File: src/rtl/cpu_io_pkg.sv
`default_nettype none
// ============================================================================
// cpu_io_pkg : shared constants and FSM encoding for the CPU output-port UART
// Revision   : 1.0
// ============================================================================
package cpu_io_pkg;

  localparam int c_DEFAULT_CLKS_PER_BIT = 434;  // 50 MHz / 115200 baud
  localparam int c_DEFAULT_FIFO_DEPTH   = 8;

  typedef enum logic [1:0] {
    ST_IDLE  = 2'd0,
    ST_START = 2'd1,
    ST_DATA  = 2'd2,
    ST_STOP  = 2'd3
  } tx_state_t;

endpackage
`default_nettype wire

File: src/rtl/sync_fifo.sv
`default_nettype none
// ============================================================================
// sync_fifo : single-clock FIFO; a push while full is accepted only when a pop
//             happens on the same edge
// Revision  : 1.0
// ============================================================================
module sync_fifo #(
  parameter int WIDTH = 8,
  parameter int DEPTH = 8
) (
  input  logic                     clk,
  input  logic                     rst_n,
  input  logic                     push,
  input  logic                     pop,
  input  logic [WIDTH-1:0]         wr_data,
  output logic [WIDTH-1:0]         rd_data,
  output logic                     full,
  output logic                     empty,
  output logic [$clog2(DEPTH):0]   count
);

  localparam int           AW     = $clog2(DEPTH);
  localparam logic [AW:0]  c_FULL = DEPTH[AW:0];
  localparam logic [AW-1:0] c_PTR_ONE = AW'(1);

  logic [WIDTH-1:0] r_mem [DEPTH];
  logic [AW-1:0]    r_wr_ptr;
  logic [AW-1:0]    r_rd_ptr;
  logic [AW:0]      r_count;
  logic             w_do_push;
  logic             w_do_pop;

  assign full      = (r_count == c_FULL);
  assign empty     = (r_count == '0);
  assign w_do_pop  = pop && !empty;
  assign w_do_push = push && (!full || w_do_pop);
  assign rd_data   = r_mem[r_rd_ptr];
  assign count     = r_count;

  always_ff @(posedge clk) begin
    if (w_do_push) begin
      r_mem[r_wr_ptr] <= wr_data;
    end
  end

  always_ff @(posedge clk) begin
    if (!rst_n) begin
      r_wr_ptr <= '0;
      r_rd_ptr <= '0;
      r_count  <= '0;
    end else begin
      if (w_do_push) r_wr_ptr <= r_wr_ptr + c_PTR_ONE;
      if (w_do_pop)  r_rd_ptr <= r_rd_ptr + c_PTR_ONE;
      case ({w_do_push, w_do_pop})
        2'b10:   r_count <= r_count + (AW+1)'(1);
        2'b01:   r_count <= r_count - (AW+1)'(1);
        default: r_count <= r_count;
      endcase
    end
  end

endmodule
`default_nettype wire

File: src/rtl/cpu_uart_tx.sv
`default_nettype none
// ============================================================================
// cpu_uart_tx : buffers CPU output-port bytes and sends them as 8N1 UART frames
// Revision    : 1.0
// ============================================================================
module cpu_uart_tx
  import cpu_io_pkg::*;
#(
  parameter int CLKS_PER_BIT = c_DEFAULT_CLKS_PER_BIT,
  parameter int FIFO_DEPTH   = c_DEFAULT_FIFO_DEPTH
) (
  input  logic                          clk,
  input  logic                          rst_n,
  input  logic [7:0]                    dout_data,
  input  logic                          dout_we,
  output logic                          tx,
  output logic                          busy,
  output logic [$clog2(FIFO_DEPTH):0]   fifo_count,
  output logic                          overflow
);

  localparam int            CW           = (CLKS_PER_BIT > 1) ? $clog2(CLKS_PER_BIT) : 1;
  localparam logic [CW-1:0] c_BIT_RELOAD = CW'(CLKS_PER_BIT - 1);
  localparam logic [CW-1:0] c_CNT_ONE    = CW'(1);

  tx_state_t     r_state;
  tx_state_t     w_state_next;
  logic [CW-1:0] r_bit_cnt;
  logic [2:0]    r_bit_idx;
  logic [7:0]    r_shift;
  logic          r_tx;
  logic          r_overflow;
  logic          w_tx_next;
  logic          w_bit_done;
  logic          w_pop;
  logic          w_full;
  logic          w_empty;
  logic [7:0]    w_fifo_data;

  assign w_bit_done = (r_bit_cnt == '0);
  assign w_pop      = (r_state == ST_IDLE) && !w_empty;
  assign tx         = r_tx;
  assign overflow   = r_overflow;
  assign busy       = (r_state != ST_IDLE) || !w_empty;

  sync_fifo #(
    .WIDTH (8),
    .DEPTH (FIFO_DEPTH)
  ) u_fifo (
    .clk     (clk),
    .rst_n   (rst_n),
    .push    (dout_we),
    .pop     (w_pop),
    .wr_data (dout_data),
    .rd_data (w_fifo_data),
    .full    (w_full),
    .empty   (w_empty),
    .count   (fifo_count)
  );

  always_ff @(posedge clk) begin
    if (!rst_n) r_state <= ST_IDLE;
    else        r_state <= w_state_next;
  end

  always_comb begin
    w_state_next = r_state;
    case (r_state)
      ST_IDLE:  if (!w_empty) w_state_next = ST_START;
      ST_START: if (w_bit_done) w_state_next = ST_DATA;
      ST_DATA:  if (w_bit_done && (r_bit_idx == 3'd7)) w_state_next = ST_STOP;
      ST_STOP:  if (w_bit_done) w_state_next = ST_IDLE;
      default:  w_state_next = ST_IDLE;
    endcase
  end

  always_comb begin
    w_tx_next = 1'b1;
    case (r_state)
      ST_START: w_tx_next = 1'b0;
      ST_DATA:  w_tx_next = r_shift[r_bit_idx];
      default:  w_tx_next = 1'b1;
    endcase
  end

  // Bit timer reloads at every bit boundary; the index wraps 7->0 leaving DATA.
  always_ff @(posedge clk) begin
    if (!rst_n) begin
      r_tx       <= 1'b1;
      r_overflow <= 1'b0;
      r_bit_cnt  <= '0;
      r_bit_idx  <= '0;
      r_shift    <= '0;
    end else begin
      r_tx <= w_tx_next;
      if (dout_we && w_full && !w_pop) r_overflow <= 1'b1;
      if (r_state == ST_IDLE) begin
        if (w_pop) begin
          r_shift   <= w_fifo_data;
          r_bit_cnt <= c_BIT_RELOAD;
          r_bit_idx <= '0;
        end
      end else if (w_bit_done) begin
        r_bit_cnt <= c_BIT_RELOAD;
        if (r_state == ST_DATA) r_bit_idx <= r_bit_idx + 3'd1;
      end else begin
        r_bit_cnt <= r_bit_cnt - c_CNT_ONE;
      end
    end
  end

endmodule
`default_nettype wire

File: config.mk
export PLATFORM = sky130hd
export DESIGN_NAME = cpu_uart_tx
export DESIGN_NICKNAME = d
export VERILOG_FILES = /design/src/rtl/cpu_io_pkg.sv /design/src/rtl/sync_fifo.sv /design/src/rtl/cpu_uart_tx.sv
export SDC_FILE = /design/constraint.sdc
export NUM_CORES = 1
export LEC_CHECK = 0
export BUFFER_PORTS_ARGS = -buffer_cell sky130_fd_sc_hd__buf_4
export CORE_ASPECT_RATIO = 0.5
export CORE_MARGIN = 3
export CORE_UTILIZATION = 50
export CTS_BUF_LIST = sky130_fd_sc_hd__clkbuf_4 sky130_fd_sc_hd__clkbuf_8
export DETAILED_ROUTE_END_ITERATION = 12
export GPL_TIMING_DRIVEN = 1
export PLACE_DENSITY = 0.74
export SLEW_MARGIN = 5
export SYNTH_ARGS = -nofsm -noshare
export SYNTH_HDL_FRONTEND = slang
export SYNTH_HIERARCHICAL = 1
export SYNTH_SLANG_ARGS = --single-unit
File: constraint.sdc
create_clock -name clk -period 4.8 [get_ports clk]
set_clock_uncertainty 0.15 [all_clocks]
set_input_delay 0.72 -clock clk [delete_from_list [all_inputs] [get_ports clk]]
set_output_delay 0.72 -clock clk [all_outputs]
set_load 0.02 [all_outputs]
Word level (Yosys, flattened, before mapping)
Memories as Yosys holds them, arrays and structs flattened. A register that Yosys moved wholly into a read port is not among the register bits.
Index checks and enable logic that the tools add are counted.
{"block": "word_totals", "register_bits": 26, "ram_bits": 64, "in_bits": 11, "output_inout_bits": 7, "elab_cells": 68, "mem_count": 1}
{"name": "u_fifo.r_mem", "depth": 8, "word_bits": 8, "read_ports": 1, "rd_ports_with_merged_regs": 1, "wr": 1, "line_no": "sync_fifo.sv:26", "source": "logic [WIDTH-1:0] r_mem [DEPTH];"}
{"block": "classes", "addsub": 6, "order_cmp": 1, "eq_ne": 12, "n_mux": 18, "n_reduce_logical": 22}
{"cell": "$mux 9", "n": 3}
{"cell": "$mux 3", "n": 4}
{"cell": "$add 3x1->3 const B", "n": 3}
{"cell": "$logic_not 9->1", "n": 1}
{"cell": "$sub 9x1->9 const B", "n": 1}
{"cell": "$mux 2", "n": 4}
{"cell": "$ne 2x2->1 const B", "n": 4}
{"cell": "$pmux 2 s4", "n": 1}
{"cell": "$pmux 4 s2", "n": 1}
{"cell": "$reduce_bool 2->1", "n": 4}
{"cell": "$eq 2x2->1 const B", "n": 3}
{"cell": "$logic_and 1x1->1", "n": 6}
{"cell": "$add 4x1->4 const B", "n": 1}
{"cell": "$eq 2x1->1 const B", "n": 2}
{"cell": "$eq 4x4->1 const B", "n": 1}
{"cell": "$logic_not 1->1", "n": 4}
{"cell": "$logic_not 4->1", "n": 1}
{"cell": "$lt 3x4->1 const B", "n": 1}
{"cell": "$reduce_and 4->1", "n": 1}
{"cell": "$sub 4x1->4 const B", "n": 1}
{"cell": "$bmux 1 s3", "n": 1}
{"cell": "$eq 3x3->1 const B", "n": 1}
{"cell": "$mux 1", "n": 3}
{"cell": "$reduce_and 3->1", "n": 1}
{"cell": "other kinds (5)", "n": 6}

Logic depth before layout (Yosys ltp)
Gate-level depths: netlist of the first run.
{"block": "logic_depth", "ltp_word": 8, "depth_mapped": 14, "ltp_nobuf": 12}

By module
Netlist of the first run, hierarchy kept.
{"mod": "sync_fifo", "instances": 1, "cells_per_inst": 176, "area_each_um2": 3204.3, "seq_area_each_um2": 2182.1}
{"mod": "cpu_uart_tx", "instances": 1, "cells_per_inst": 135, "area_each_um2": 1228.7, "seq_area_each_um2": 480.5}

Least setup slack after synthesis of the first run
No wires, ideal clock.
{"block": "synth_path", "path_type": "reg-to-reg", "from": "register u_fifo.r_count[1] (netlist: u_fifo/count[1])", "to": "register u_fifo.r_count[3] (netlist: u_fifo/count[3])", "setup_time_ns": 0.115, "arrival_time_ns": 3.130, "t_required_ns": 4.535, "setup_slack_ns": 1.406, "path_stages_with_launch": 15, "n_path_buf": 2, "period_less_slack_ns": 3.394, "path_cell_list": "dfxtp_1 or3_1 buf_6 nor2_1 nand2b_1 clkbuf_8 clkinv_1 o21ai_2 nand2b_1 inv_1 ha_1 nand3_1 a211o_1 a32o_1 o21a_1"}
{"block": "synth_via", "elab_chain_len": 8, "elab_cells_between_ends": 14, "cone_classes": "add/sub: 2; eq/ne: 3; mux: 1; reduce/logical: 8"}
{"item": "start, declared", "line_no": "sync_fifo.sv:29", "source": "logic [AW:0] r_count;"}
{"item": "start signal, assigned", "line_no": "sync_fifo.sv:55", "source": "2'b10: r_count <= r_count + (AW+1)'(1);"}
{"item": "start signal, assigned", "line_no": "sync_fifo.sv:56", "source": "2'b01: r_count <= r_count - (AW+1)'(1);"}
{"item": "start signal, assigned", "line_no": "sync_fifo.sv:57", "source": "default: r_count <= r_count;"}
{"item": "$logic_not 4->1 (*)", "line_no": "sync_fifo.sv:34", "source": "assign empty = (r_count == '0);"}
{"item": "via w_empty", "line_no": "cpu_uart_tx.sv:37", "source": "logic w_empty;"}
{"item": "$logic_not 1->1 (*)", "line_no": "cpu_uart_tx.sv:41", "source": "assign w_pop = (r_state == ST_IDLE) && !w_empty;"}
{"item": "$logic_and 1x1->1 (*)", "line_no": "cpu_uart_tx.sv:41"}
{"item": "via w_pop", "line_no": "cpu_uart_tx.sv:35", "source": "logic w_pop;"}
{"item": "$logic_and 1x1->1 (*)", "line_no": "sync_fifo.sv:35", "source": "assign w_do_pop = pop && !empty;"}
{"item": "$logic_or 1x1->1", "line_no": "sync_fifo.sv:36", "source": "assign w_do_push = push && (!full || w_do_pop);"}
{"item": "$logic_and 1x1->1", "line_no": "sync_fifo.sv:36"}
{"item": "$eq 2x1->1 or $eq 2x2->1 (tied branches)", "line_no": "sync_fifo.sv:54", "source": "case ({w_do_push, w_do_pop})"}
{"item": "$pmux 4 s2 or $reduce_bool 2->1 (tied branches)"}
Mark *: on every way through the listed nets, which the timed path passes. The rest lies on a longest branch.
A chain may end at the register's enable or synchronous reset.

Worst setup path in the final report of the first run
Ends and elaborated chain as after synthesis.

==> results of run 1 <==
-- final timing paths --
path                      to  cells after the start
min reg2reg       r_shift[5]                      2
max reg2reg  u_fifo/count[3]                     12
max          u_fifo/count[3]                     12
min               r_shift[5]                      2
-- power groups by stage --
stage               sequential (mW)  combinational, mW  clock, mW
floorplan                      1.19              0.772          0
global placement               1.22              0.901          0
finish                         1.21              0.938      0.486
CTS                            1.21              0.943      0.504
detailed placement             1.23              0.937          0
global route                   1.23               1.04      0.537
-- metal layers --
metal / global-route usage / up-vias
li1: - / 1222
met1: 0.214 / 1279
met2: 0.283 / 58
met3: 0.0432 / 4
met4: 0.0488 / 0
met5: 0 / -
-- kinds of logic after synthesis --
group	synth area share
adders and majority gates	0.0356
and+or+nand+nor	0.0971
buffers and inverters	0.0322
muxes	0.132
DFF	0.601
AOI/OAI and AO/OA	0.0850
xor gates and xnor gates	0.0178
-- through the flow --
stage | power, mW | cells | hold slack, ps | area [sq um]
finish | 2.64 | 449 | 320 | 4830
global route | 2.81 | 449 | 338 | 4830
CTS | 2.66 | 449 | 321 | 4830
detailed placement | 2.17 | 434 | 307 | 4650
global placement | 2.12 | 434 | 301 | 4650
floorplan | 1.96 | 311 | 283 | 4430
-- critical path: stages, from the launching register on --
cell,delay (ps)
sky130_fd_sc_hd__dfxtp_1,400
sky130_fd_sc_hd__or3_1,550
sky130_fd_sc_hd__nor2_1,150
sky130_fd_sc_hd__nand2b_1,310
sky130_fd_sc_hd__clkinv_1,220
sky130_fd_sc_hd__o21ai_2,140
sky130_fd_sc_hd__nand2b_1,180
sky130_fd_sc_hd__inv_1,70
sky130_fd_sc_hd__ha_1,350
sky130_fd_sc_hd__nand3_1,160
sky130_fd_sc_hd__a211o_1,330
sky130_fd_sc_hd__a32o_1,260
sky130_fd_sc_hd__o21a_1,160
-- registers in the layout (all words and copies together), names as in the netlist, named ones only --
name / cells
u_fifo/r_mem: 64
r_bit_cnt: 9
r_shift: 8
u_fifo/count: 4
r_bit_idx: 3
u_fifo/r_rd_ptr: 3
u_fifo/r_wr_ptr: 3
r_state: 2
overflow: 1
tx: 1
-- final cells by class --
class                   count  area (sq um)
clock buffers               9           124
flip-flops and latches    101          2660
fillers                   637          3490
clock inverters             6          55.1
repair buffers             23           173
multi-input cells         185          1630
inverters                  13          48.8
well taps                 112           140
-- synthesized netlist by cell type, types with 2 or more instances --
cell                       instances  area, sq um
sky130_fd_sc_hd__clkbuf_2          2         10.0
sky130_fd_sc_hd__inv_1            11         41.3
sky130_fd_sc_hd__mux2_2            9          101
sky130_fd_sc_hd__a21oi_1          23          115
sky130_fd_sc_hd__clkbuf_1          3         11.3
sky130_fd_sc_hd__xnor2_1           6         52.6
sky130_fd_sc_hd__nand2_1          28          105
sky130_fd_sc_hd__nand2b_1          5         31.3
sky130_fd_sc_hd__buf_6             2         22.5
sky130_fd_sc_hd__edfxtp_1         64         1920
sky130_fd_sc_hd__mux4_2            8          180
sky130_fd_sc_hd__nor3_1            6         30.0
sky130_fd_sc_hd__or3b_1            2         17.5
sky130_fd_sc_hd__o211ai_1          2         15.0
sky130_fd_sc_hd__clkinv_1          2         7.51
sky130_fd_sc_hd__mux2i_1           4         40.0
sky130_fd_sc_hd__a211oi_1          2         15.0
sky130_fd_sc_hd__ha_1             11          138
sky130_fd_sc_hd__dfxtp_1          37          741
sky130_fd_sc_hd__nor2_1           20         75.1
sky130_fd_sc_hd__nor4_1            3         18.8
sky130_fd_sc_hd__o221a_2           2         22.5
sky130_fd_sc_hd__o21a_1            2         15.0
sky130_fd_sc_hd__nand4_1           3         18.8
sky130_fd_sc_hd__o21ai_0           3         15.0
sky130_fd_sc_hd__xor2_1            3         26.3
sky130_fd_sc_hd__mux4_1           10          263
sky130_fd_sc_hd__nand3_1           2         10.0
sky130_fd_sc_hd__or3_1             3         18.8
sky130_fd_sc_hd__and2_1            4         25.0
==> out/results.ini, run 1 <==
[outcome]
run_status=completed

[hold_path]
holdCritPathClass=flop to flop
worst_hold_startpoint=r_shift[5]

[logic_synthesis]
yosysSeqAreaShare=0.601
synth_area_per_cell_sq_um=14.3
postSynthCellCount=311
postSynthNetCount=334
postSynth.asyncResetShare=0
yosys_warning_total=6
synthesis_stage_register_bit_count=101
count_of_flip_flops_with_a_built_in_enable_after_synthesis=64
synth.distinct_cells=59
ys.flop_type=sky130_fd_sc_hd__edfxtp_1
syn-cell-area_sq_um=4430

[die]
die_outline_area_sq_um=10100
core_area_sq_um=8320
std_cell_rows=23
chipHeight_um=72.6
die-width_um=139
ios=18
start_util=0.533

[final_layout]
final_common_cell=sky130_fd_sc_hd__edfxtp_1
top_library_cells_by_usage_in_the_layout_fill_and_taps_aside=64 x sky130_fd_sc_hd__edfxtp_1, 37 x sky130_fd_sc_hd__dfxtp_1, 28 x sky130_fd_sc_hd__nand2_1
fraction_of_final_layout_cells_with_drive_strength_greater_than_1=0.202
layout.core_utilization=0.581
finish.net_count=356
synthToLayoutAreaGrowth_pct=8.98
antenna-diode-count=0

[global_route]
grt_remaining_overflow=0
vias_in_the_first_global_route=2529
grt_first_pass_wirelength_um=12900
grt_use_total=0.166
grt_start_max_net_pins=20
antenna_found_initial=0

[clock_tree]
post_cts_resize_count=0
clock_tree_root_buffer_cell=sky130_fd_sc_hd__clkbuf_8
worstSkewPairLatency_ps=360
clk_transition_reported_paths_ps=100
tritoncts_clock_tree=yes
cts_num_sinks=101
cts.repair_timing.setup_buffer_count=0
htree_levels=3
ctsLongestPathBuffers=2
cts_inserted_buffers=9
hold_buffers=0

[routing]
met2_wirelength_um=3930
drt_pre_antenna_iters=4
dr.max_layer_used=met4
first_iter_violations=201
route.detailed.wl_per_inst_um=17.6
route.detailed.drc=0
m1WireLength_um=3560
vias_per_instance=5.71
detail_route.wirelength_um=7910
dr_wl_met3_um=387
antenna_violating_nets_post_route=0
num_vias=2563

[timing]
timing_worst_slew_pin_value_ps=963
timing_hold_violations_final=0
finalMaxSlewViolations=0
fmax_ghz=0.284
layout_min_cycle_time_ps=3530
finalSetupViolCount=0
rsz0062_at_grt=no
timing.final.crit_share=0.735
worst_slack_ps=1270
slew-limit-headroom=0.357
setup_tns_after_final_layout_ps=0

[critical_path]
startpoint_type=flop
setup.worst_path.end_class=flop
setup.reg_to_reg.worst_slack_ps=1270
reg2reg_from=u_fifo/count[1]
timing_worst_setup_path_type=flop to flop
worst_setup_path_startpoint=u_fifo/count[1]
critical_path_peak_fanout=10
worst-endpoint-arrival_ps=3640
required_ps=4920

[power_and_ir_drop]
total_switching_power_mw=0.960
share_comb_of_total_power=0.356
p_seq_frac=0.460
vdd_drop_max_uv=286
power.leakage_nw=1.68
internal_power_mw=1.68
pwr-share-clk=0.184
power_per_cell_area_nw_per_um2=545
netSwitchingFraction=0.364

[place]
routability_cong=0.813
place_hpwl_um=5310
dp_slack_ps=1350
buffers_added_on_ports=17

[flow_run]
maxCapViolations=0

No activity file was read; power rests on OpenSTA's default activity.
==> inputs of run 2 (changes only) <==
--- a/config.mk
+++ b/config.mk
@@ -5,6 +5,7 @@
 export SDC_FILE = /design/constraint.sdc
 export NUM_CORES = 1
 export LEC_CHECK = 0
+export ABC_AREA = 1
 export BUFFER_PORTS_ARGS = -buffer_cell sky130_fd_sc_hd__buf_4
 export CORE_ASPECT_RATIO = 0.5
 export CORE_MARGIN = 3
==> constraint.sdc (replaced) <==
create_clock -name clk -period 3.4 [get_ports clk]
set_clock_uncertainty 0.15 [all_clocks]
set_input_delay 0.51 -clock clk [delete_from_list [all_inputs] [get_ports clk]]
set_output_delay 0.51 -clock clk [all_outputs]
set_load 0.02 [all_outputs]
==> out/results.ini, run 2 <==
[outcome]
run_status=completed

[critical_path]
worstRegToRegCells=10  ; -2
max_stage_delay_ps=530  ; -20 ps
cp.depth=10  ; -2
required_ps=3250  ; -1670 ps
capture_point_of_the_worst_reg_to_reg_path=u_fifo/r_mem[1][7]
critical_path_peak_fanout=8  ; -2
cp_common_cell=sky130_fd_sc_hd__inv_1
cp_cell_sequence=inv_1 > ha_1 > inv_2 > nor2_2 > inv_1 > nand4_1 > nand2_2 > nor2_1 > inv_1 > nor2_1
worst_setup_path_startpoint=r_state[0]
setup.worst_path.end_class=flop
timing_worst_setup_path_type=flop to flop
startpoint_type=flop
reg2reg_from=r_state[0]
setup.reg_to_reg.worst_slack_ps=770  ; -510 ps
crit_slowest_cell=sky130_fd_sc_hd__nor2_1
critPathBufInv=4  ; +2
worst-endpoint-arrival_ps=2480  ; -1160 ps
cell_family_with_most_cp_delay=simple AND/OR/NAND/NOR gates
critPathCapture=u_fifo/r_mem[1][7]

[clock_tree]
cts_num_sinks=101  ; unchanged
tritoncts_clock_tree=yes
clock_tree_root_buffer_cell=sky130_fd_sc_hd__clkbuf_8
clk_transition_reported_paths_ps=90  ; about the same
ctsLongestPathBuffers=2  ; unchanged
post_cts_resize_count=0  ; unchanged
cts_inserted_buffers=9  ; unchanged
worstSkewPairLatency_ps=360  ; about the same
cts.repair_timing.setup_buffer_count=0  ; unchanged
hold_buffers=0  ; unchanged
htree_levels=3  ; unchanged

[logic_synthesis]
synthesis_stage_register_bit_count=101  ; unchanged
postSynth.asyncResetShare=0  ; unchanged
postSynthNetCount=449  ; +34%
synth_compound_area_frac=0.104  ; +0.0187
synth_top_family_by_area=simple AND/OR/NAND/NOR gates
count_of_flip_flops_with_a_built_in_enable_after_synthesis=64  ; unchanged
post_synth_fa_ha_maj_area_fraction=0.0354  ; -0.000180
ys_top_cells_by_area=sky130_fd_sc_hd__edfxtp_1 43%, sky130_fd_sc_hd__dfxtp_1 17%, sky130_fd_sc_hd__nand2_1 5.3%
synth_area_leader_cell=sky130_fd_sc_hd__edfxtp_1
synth_commonest_cells=64 x sky130_fd_sc_hd__edfxtp_1, 63 x sky130_fd_sc_hd__nand2_1, 48 x sky130_fd_sc_hd__nor2_1
mux_contribution_to_synthesized_area=0.0359  ; -0.0959
ys.flop_type=sky130_fd_sc_hd__edfxtp_1
synthDominantCellAreaShare=0.431  ; -0.00219
post_synth_xor_xnor_area=0.00786  ; -0.00992
synth_area_per_cell_sq_um=10.5  ; -27%
synth_simple_gate_area_frac=0.160  ; +0.0630
syn-cell-area_sq_um=4460  ; +0.51%
synth.distinct_cells=33  ; -44%
yosys_warning_total=6  ; unchanged
yosysSeqAreaShare=0.598  ; -0.00304
yosys.cell_count.top_type=sky130_fd_sc_hd__edfxtp_1
postSynthCellCount=426  ; +37%

[timing]
timing_hold_violations_final=0  ; unchanged
worst_slack_ps=767  ; -506 ps
rsz0062_at_grt=no
timing.final.crit_share=0.774  ; +0.0395
layout_min_cycle_time_ps=2630  ; -894 ps
timing_worst_slew_pin_value_ps=872  ; -91.5 ps
slew-limit-headroom=0.418  ; +0.0611
finalSetupViolCount=0  ; unchanged
setup_tns_after_final_layout_ps=0  ; unchanged
fmax_ghz=0.380  ; +34%
finalMaxSlewViolations=0  ; unchanged

[global_route]
grt_first_pass_wirelength_um=13400  ; +4.3%
top_usage_layer=met2
grt_use_total=0.171  ; +0.00572
groute.layer.met1.usage=0.240  ; +0.0261
grt_remaining_overflow=0  ; unchanged
grt_start_max_net_pins=34  ; +70%
vias_in_the_first_global_route=2718  ; +7.5%
gr-usage-met2=0.256  ; -0.0270
antenna_found_initial=0  ; unchanged
grt_use_met3=0.0491  ; +0.00589

[routing]
route.detailed.wl_per_inst_um=14.7  ; -17%
detail_route.wirelength_um=8210  ; +3.7%
route.detailed.drc=0  ; unchanged
antenna_violating_nets_post_route=0  ; unchanged
drt_pre_antenna_iters=6  ; +2
vias_per_instance=5.23  ; -8.3%
num_vias=2930  ; +14%
first_iter_violations=295  ; +47%

[die]
std_cell_rows=23  ; unchanged
die_outline_area_sq_um=10100  ; +0.48%
start_util=0.536  ; +0.00271
core_area_sq_um=8320  ; unchanged
ios=18  ; unchanged
chipHeight_um=72.8  ; +0.23%
die-width_um=140  ; +0.24%

[final_layout]
fraction_of_final_layout_cells_with_drive_strength_greater_than_1=0.141  ; -0.0612
fillers=677  ; +6.3%
final_common_cell=sky130_fd_sc_hd__edfxtp_1
non_filler_cell_area_final_sq_um=4820  ; -0.31%
top_library_cells_by_usage_in_the_layout_fill_and_taps_aside=64 x sky130_fd_sc_hd__edfxtp_1, 63 x sky130_fd_sc_hd__nand2_1, 48 x sky130_fd_sc_hd__nor2_1
multi_input_comb_area_sq_um=1530  ; -6.1%
register_area_sq_um=2660  ; unchanged
largest_reg_by_ff_count=u_fifo/r_mem
finish.net_count=466  ; +31%
antenna-diode-count=0  ; unchanged
synthToLayoutAreaGrowth_pct=8.09
largest_reg_flops=64  ; unchanged
layout.core_utilization=0.579  ; -0.00181
top_regs=u_fifo/r_mem x64, r_bit_cnt x9, r_shift x8

[flow_run]
maxCapViolations=0  ; unchanged

[power_and_ir_drop]
fin_total_pwr_mw=3.81  ; +45%
power_per_cell_area_nw_per_um2=791  ; +45%
power.leakage_nw=1.85  ; +10%
vdd_drop_max_uv=417  ; +46%

[place]
dp_slack_ps=810  ; -538 ps
buffers_added_on_ports=17  ; unchanged
place_hpwl_um=5830  ; +9.8%
routability_cong=0.910  ; +12%
postPlaceCellArea_sq_um=4640  ; -0.24%

[hold_path]
worst_hold_startpoint=dout_data[7]
holdCritPathClass=primary input to flop

==> run 2: cell type report <==
class / instances / share of cell area
Sequential cell: 101 / 0.553
Tap cell: 112 / 0.0291
Inverter: 46 / 0.0364
Multi-Input combinational cell: 267 / 0.317
Clock inverter: 6 / 0.00909
Clock buffer: 10 / 0.0273
Timing Repair Buffer: 18 / 0.0281
==> run 2: per-stage QoR <==
step / hold slack, ps / instances
final: 251 / 560
after global routing: 233 / 560
after CTS: 235 / 560
after detailed placement: 297 / 544
after global placement: 287 / 544
after floorplan: 270 / 426
==> run 2: cells by family after synthesis <==
group,after synthesis
adder cells (fa/ha/maj),12
multiplexers,16
AND/OR/NAND/NOR,151
buffers and inverters,58
XOR/XNOR,4
flip-flops,101
AO/OA/AOI/OAI,84
==> run 2: how the worst min path moves through the flow <==
stage,end,depth (start not counted)
2_1_floorplan,r_shift[3],2
3_3_place_gp,r_shift[3],2
3_5_place_dp,flop,2
4_1_cts,u_fifo/r_mem[7][5],1
5_1_grt,u_fifo/r_mem[3][1],1
6_report,u_fifo/r_mem[3][7],1
==> run 2: worst reg2reg max path, cell delays in order (launching register included) <==
cell	delay (ps)
sky130_fd_sc_hd__dfxtp_1	340
sky130_fd_sc_hd__inv_1	90
sky130_fd_sc_hd__ha_1	230
sky130_fd_sc_hd__inv_2	90
sky130_fd_sc_hd__nor2_2	310
sky130_fd_sc_hd__inv_1	70
sky130_fd_sc_hd__nand4_1	110
sky130_fd_sc_hd__nand2_2	100
sky130_fd_sc_hd__nor2_1	140
sky130_fd_sc_hd__inv_1	120
sky130_fd_sc_hd__nor2_1	530
==> run 2: where the power goes <==
part | leakage, nW | internal, mW | switching, mW
Sequential | 0.887 | 1.49 | 0.158
Clock | 0.0923 | 0.280 | 0.401
Combinational | 0.876 | 0.529 | 0.947
==> run 2: layer usage <==
metal,share of wire,up-vias
li1,-,1491
met1,0.50,1331
met2,0.41,98
met3,0.068,10
met4,0.017,0
met5,0,-
